File: src/rtl/out_mux_sel_ctrl.sv
// rtl/out_mux_sel_ctrl.sv - result-readout sequencer for the 16:1 bank output mux
// Optional build macro: OUT_BIT_REVERSE_EN (select order is the bit-reverse of the beat index).
module out_mux_sel_ctrl #(
  parameter int ROWS   = 16,
  parameter int ADDR_W = (ROWS > 1) ? $clog2(ROWS) : 1,
  parameter int RD_LAT = 1
) (
  input  logic              clk,
  input  logic              rst,
  input  logic              start,
  output logic              busy,
  output logic              done,
  output logic              bank_rd_en,
  output logic [ADDR_W-1:0] bank_addr,
  output logic [3:0]        sel_out,
  output logic              out_valid,
  input  logic              out_ready,
  output logic              out_last
);

  localparam int SEL_W = 4;
  localparam int CNT_W = (RD_LAT > 1) ? $clog2(RD_LAT) : 1;

  localparam logic [ADDR_W-1:0] LAST_ROW = ADDR_W'(ROWS - 1);
  localparam logic [SEL_W-1:0]  LAST_IDX = '1;
  localparam logic [CNT_W-1:0]  WAIT_END = CNT_W'((RD_LAT > 1) ? (RD_LAT - 2) : 0);

  typedef enum logic [2:0] {
    S_IDLE,
    S_RD,
    S_WAIT,
    S_STREAM,
    S_DONE
  } state_t;

  state_t            state_q, state_d;
  logic [ADDR_W-1:0] row_q, row_d;
  logic [SEL_W-1:0]  idx_q, idx_d;
  logic [CNT_W-1:0]  cnt_q, cnt_d;

  // Select order only; beat counting and out_last always follow idx.
  function automatic logic [SEL_W-1:0] order(input logic [SEL_W-1:0] i);
    logic [SEL_W-1:0] r;
`ifdef OUT_BIT_REVERSE_EN
    for (int b = 0; b < SEL_W; b++) begin
      r[b] = i[SEL_W-1-b];
    end
`else
    r = i;
`endif
    return r;
  endfunction

  always_ff @(posedge clk) begin
    if (rst) begin
      state_q <= S_IDLE;
      row_q   <= '0;
      idx_q   <= '0;
      cnt_q   <= '0;
    end else begin
      state_q <= state_d;
      row_q   <= row_d;
      idx_q   <= idx_d;
      cnt_q   <= cnt_d;
    end
  end

  always_comb begin
    state_d    = state_q;
    row_d      = row_q;
    idx_d      = idx_q;
    cnt_d      = cnt_q;
    busy       = (state_q != S_IDLE);
    done       = 1'b0;
    bank_rd_en = 1'b0;
    bank_addr  = '0;
    sel_out    = '0;
    out_valid  = 1'b0;
    out_last   = 1'b0;

    case (state_q)
      S_IDLE: begin
        if (start) begin
          state_d = S_RD;
        end
      end

      S_RD: begin
        bank_rd_en = 1'b1;
        bank_addr  = row_q;
        cnt_d      = '0;
        state_d    = (RD_LAT == 1) ? S_STREAM : S_WAIT;
      end

      // Covers the remaining RD_LAT-1 cycles of bank read latency.
      S_WAIT: begin
        if (cnt_q == WAIT_END) begin
          state_d = S_STREAM;
        end else begin
          cnt_d = cnt_q + CNT_W'(1);
        end
      end

      S_STREAM: begin
        out_valid = 1'b1;
        sel_out   = order(idx_q);
        out_last  = (idx_q == LAST_IDX) && (row_q == LAST_ROW);
        if (out_ready) begin
          idx_d = idx_q + SEL_W'(1);
          if (idx_q == LAST_IDX) begin
            if (row_q == LAST_ROW) begin
              state_d = S_DONE;
            end else begin
              row_d   = row_q + ADDR_W'(1);
              state_d = S_RD;
            end
          end
        end
      end

      S_DONE: begin
        done    = 1'b1;
        row_d   = '0;
        idx_d   = '0;
        state_d = S_IDLE;
      end

      default: begin
        state_d = S_IDLE;
      end
    endcase
  end

endmodule

File: config.mk
export PLATFORM = sky130hd
export DESIGN_NAME = out_mux_sel_ctrl
export DESIGN_NICKNAME = d
export VERILOG_FILES = /design/src/rtl/out_mux_sel_ctrl.sv
export SDC_FILE = /design/constraint.sdc
export NUM_CORES = 1
export LEC_CHECK = 0
export ABC_CLOCK_PERIOD_IN_PS = 3400
export CAP_MARGIN = 10
export CORE_MARGIN = 4
export CORE_UTILIZATION = 50
export CTS_CLUSTER_SIZE = 10
export DETAILED_ROUTE_END_ITERATION = 16
export PLACE_DENSITY = 0.9
export SLEW_MARGIN = 10
export SYNTH_ARGS = -nofsm -noshare
export SYNTH_HDL_FRONTEND = slang
export SYNTH_SLANG_ARGS = --single-unit
File: constraint.sdc
create_clock -name clk -period 3.4 [get_ports clk]
set_input_delay 0.68 -clock clk [delete_from_list [all_inputs] [get_ports clk]]
set_output_delay 0.68 -clock clk [all_outputs]
set_load 0.01 [all_outputs]
==> summary.md <==
Data on the critical path is required at its endpoint by 2720 ps. The top-area cell type share of the netlist area was 0.3302; the remaining number of nets flagged by the antenna check after routing was 0. The peak ir drop on the vdd network was 250.2 uV. For this design the static power due to leakage is 0.3443 nW.

The Yosys step of the flow raised 0 warnings. The launch instance of the worst register-to-register path was state_q[0]. The HPWL after detailed placement is 1079 microns. Excluding fillers, the count of instances in the completed layout stands at 109.

The die is 44.52 microns wide. The tools report the number of global-route vias before repair as 551. The overflow left after global routing was 0.

The synthesized area per cell works out to 8.550 sq um. Yosys instantiated no cell more often than sky130_fd_sc_hd__dfxtp_1. The run gives 0.1698 as the all-layer global routing usage. In this run the deepest clock path goes through 2 buffers.

Synthesis produced a netlist with a net count of 84. The tools report the starting DRC count in detailed routing as 25. The most critical setup path has its endpoint at out_last.

TritonCTS built the clock tree. The netlist area before placement came out at 666.9 sq um. Hold repair after CTS inserted 0 buffers.

Pin placement for this block handled 17 I/O pins. The distinct cell type count after synthesis is 30, and the total negative slack is 0 ps. Ranked by instance count, the synthesized netlist is headed by sky130_fd_sc_hd__dfxtp_1, sky130_fd_sc_hd__and2_1, sky130_fd_sc_hd__nand2_1, sky130_fd_sc_hd__nand3_1, sky130_fd_sc_hd__nor2_1.

Measured along the y axis, the die boundary spans 44.52 microns. CTS H-tree depth: 1. The core area is 1186 sq um. Across the routed clock network, the largest skew measured is 7.344 ps. TritonCTS created 3 clock buffers. The largest net degree at the start of global routing is 16, and the port buffer count is 16.

The setup fix buffers added after clock tree synthesis is 0, and the number of setup violations in the final report is 0. The capturing point of the worst reg2reg path is row_q[2]. The share of synthesized registers carrying an async set or reset came out at 0. The post-layout minimum cycle time was 2771 ps; the headroom to the max-slew limit was 0.6866. Clock-pin slew was measured on the worst setup and hold paths at 70 ps. The repair_antennas step left the layout with diodes totalling 0.

The path class of the tightest hold or removal check is reg -> reg. Cell at the root of the clock tree: sky130_fd_sc_hd__clkbuf_4. The number of max-slew violations in the final report is 0. The initial cell density of the core came out at 0.5622.

The net count of the finished layout is 102. The tools report the post-layout utilization of the core as 0.7057. For this block, the via count after detailed routing is 603.

The tool flagged a number of max-cap violations equal to 0. In the final routed layout, each cell accounts on average for 12.82 microns. The cell area power density was 310.2 nW/um^2.

In the final layout, flip-flops and latches occupy 220.2 sq um. Counting tap cells, the placed design contains a total of 105 instances. The part of the Yosys area used for sequential elements was 0.3302.

The portion of the clock cycle consumed by the worst path in the final layout works out to 0.8149. Clock network latency to the later pin of the worst-skew pair: 270 ps. Along the worst path, the maximum fanout reaches 15.

The worst setup path is launched from a register. The pre-antenna-repair detailed-routing pass consisted of 5 iterations. The cell count after synthesis came out at 78.

The commonest register cell after synthesis was sky130_fd_sc_hd__dfxtp_1. The fraction of layout instances using a drive strength above 1 is 0.06316. In this run, synthesis produced a sequential element count of 11. Logic depth of the worst register-to-register path: 4. The flow ran to the end, and the final reports show no timing, DRC or antenna violations.

Yosys mapped a number of flops with a built-in enable equal to 0. Row generation in the floorplan step produced 12 rows. For the pin with the worst max-slew slack, the measured transition is 469.1 ps.

The tools report the highest attainable clock frequency as 360.9 MHz. After detailed routing, the total wire length is 1397 microns. Post-cts repair resize count: 0. After filler insertion, the fill cell instance count of the layout stands at 91. After detailed routing, the number of vias per cell comes to 5.532.

The category of the most critical setup path is reg -> out. Summing all multi-input logic gate instances after layout gives 405.4 sq um. Sorting the synthesized cells by area gives the leading types as sky130_fd_sc_hd__dfxtp_1, sky130_fd_sc_hd__and2_1, sky130_fd_sc_hd__nand3_1. The cell type with the largest total area after synthesis was sky130_fd_sc_hd__dfxtp_1. The final number of hold-violating endpoints is 0.

The first global-routing pass estimated 2470 microns of wire. Data arrives at the worst endpoint at 2090 ps. The logs give 0 for the DRC violations left and 1982 sq um for the die footprint. Setup repair after global routing left no endpoint under its margin. The run gives 0.8270 as the routability congestion estimate.

STA classifies the critical path endpoint as an output port. The most critical setup path has its startpoint at state_q[0]. Compared with the post-synthesis result, the final layout area differs by 25.52%.

Across all register-to-register paths, the minimum setup slack is 1890 ps. Counting every sink on the clock net gives 11. The initial antenna violation count was 0.
-- worst min path at each step --
stage              from       end  slack, ps  depth (start not counted)
6_report       idx_q[1]  idx_q[1]        500                          2
5_1_grt        idx_q[1]  idx_q[1]        540                          2
4_1_cts        idx_q[1]  idx_q[1]        500                          2
3_5_place_dp   idx_q[1]  idx_q[1]        490                          2
3_3_place_gp   idx_q[1]  idx_q[1]        480                          2
2_1_floorplan  row_q[2]  row_q[2]        450                          1
-- worst max-delay path: stages (launching register included) --
cell and delay (ps):
sky130_fd_sc_hd__dfxtp_1 430, sky130_fd_sc_hd__and3b_1 500, sky130_fd_sc_hd__nand2_1 140, sky130_fd_sc_hd__nor3_1 200, sky130_fd_sc_hd__clkdlybuf4s50_1 560
-- cells by family (layout without fill, tap and decap cells) --
| kind of cell | after synthesis | in the layout | share of synthesized area |
|---|---|---|---|
| AND/OR/NAND/NOR | 45 | 45 | 0.4072 |
| flip-flops | 11 | 11 | 0.3302 |
| buffers and inverters | 5 | 22 | 0.06191 |
| multiplexers | 2 | 2 | 0.03002 |
| adder cells (fa/ha/maj) | 2 | 2 | 0.03752 |
| XOR/XNOR | 3 | 3 | 0.03941 |
| AO/OA/AOI/OAI | 10 | 10 | 0.09382 |
-- metrics by stage --
stage / hold slack, ps / cell area, sq um / worst slack (ps) / power (mW)
after detailed placement: 487.9 / 810.8 / 927.1 / 0.1724
after CTS: 498.0 / 837.1 / 640.0 / 0.2608
final: 497.6 / 837.1 / 629.2 / 0.2597
after global routing: 538.1 / 837.1 / 459.2 / 0.2702
after floorplan: 453.9 / 666.9 / 1485 / 0.1589
after global placement: 477.8 / 810.8 / 992.0 / 0.1716
-- flip-flops by register name (all words and copies together), names as in the netlist --
| name | count |
|---|---|
| idx_q | 4 |
| row_q | 4 |
| state_q | 3 |
-- layout make-up --
class	instances	share of cell area
repair buffers	16	0.1913
clock buffers	4	0.03139
flip-flops and latches	11	0.2631
multi-input cells	62	0.4843
well taps	14	0.02093
inverters	2	0.008969
-- cell usage in the layout, fill, tap and decap left out, types with 2 or more instances in the layout --
cell                               n
sky130_fd_sc_hd__xor2_1            3
sky130_fd_sc_hd__dfxtp_1          11
sky130_fd_sc_hd__nand2_1           7
sky130_fd_sc_hd__nor3_1            2
sky130_fd_sc_hd__inv_1             2
sky130_fd_sc_hd__a21oi_1           2
sky130_fd_sc_hd__and2_1            7
sky130_fd_sc_hd__mux2i_1           2
sky130_fd_sc_hd__o21ai_0           2
sky130_fd_sc_hd__nor4_1            2
sky130_fd_sc_hd__ha_1              2
sky130_fd_sc_hd__clkdlybuf4s50_1  16
sky130_fd_sc_hd__a31oi_1           3
sky130_fd_sc_hd__and3b_1           2
sky130_fd_sc_hd__nand3_1           7
sky130_fd_sc_hd__clkbuf_4          3
sky130_fd_sc_hd__nor2_1            7
-- layer usage --
metal,GRT usage,vias up,part of all wire
li1,-,311,-
met4,0.05422,0,0.012
met5,0,-,0
met3,0.06098,4,0.054
met2,0.2493,15,0.46
met1,0.2287,273,0.47
-- report_power, final --
group / internal, mW / switching (mW) / leakage, nW
clock: 0.0454 / 0.0444 / 0.0150
sequential: 0.132 / 0.00481 / 0.0893
combinational: 0.0161 / 0.0169 / 0.240
total: 0.194 / 0.0661 / 0.344
Power figures use the tool's default switching activity.
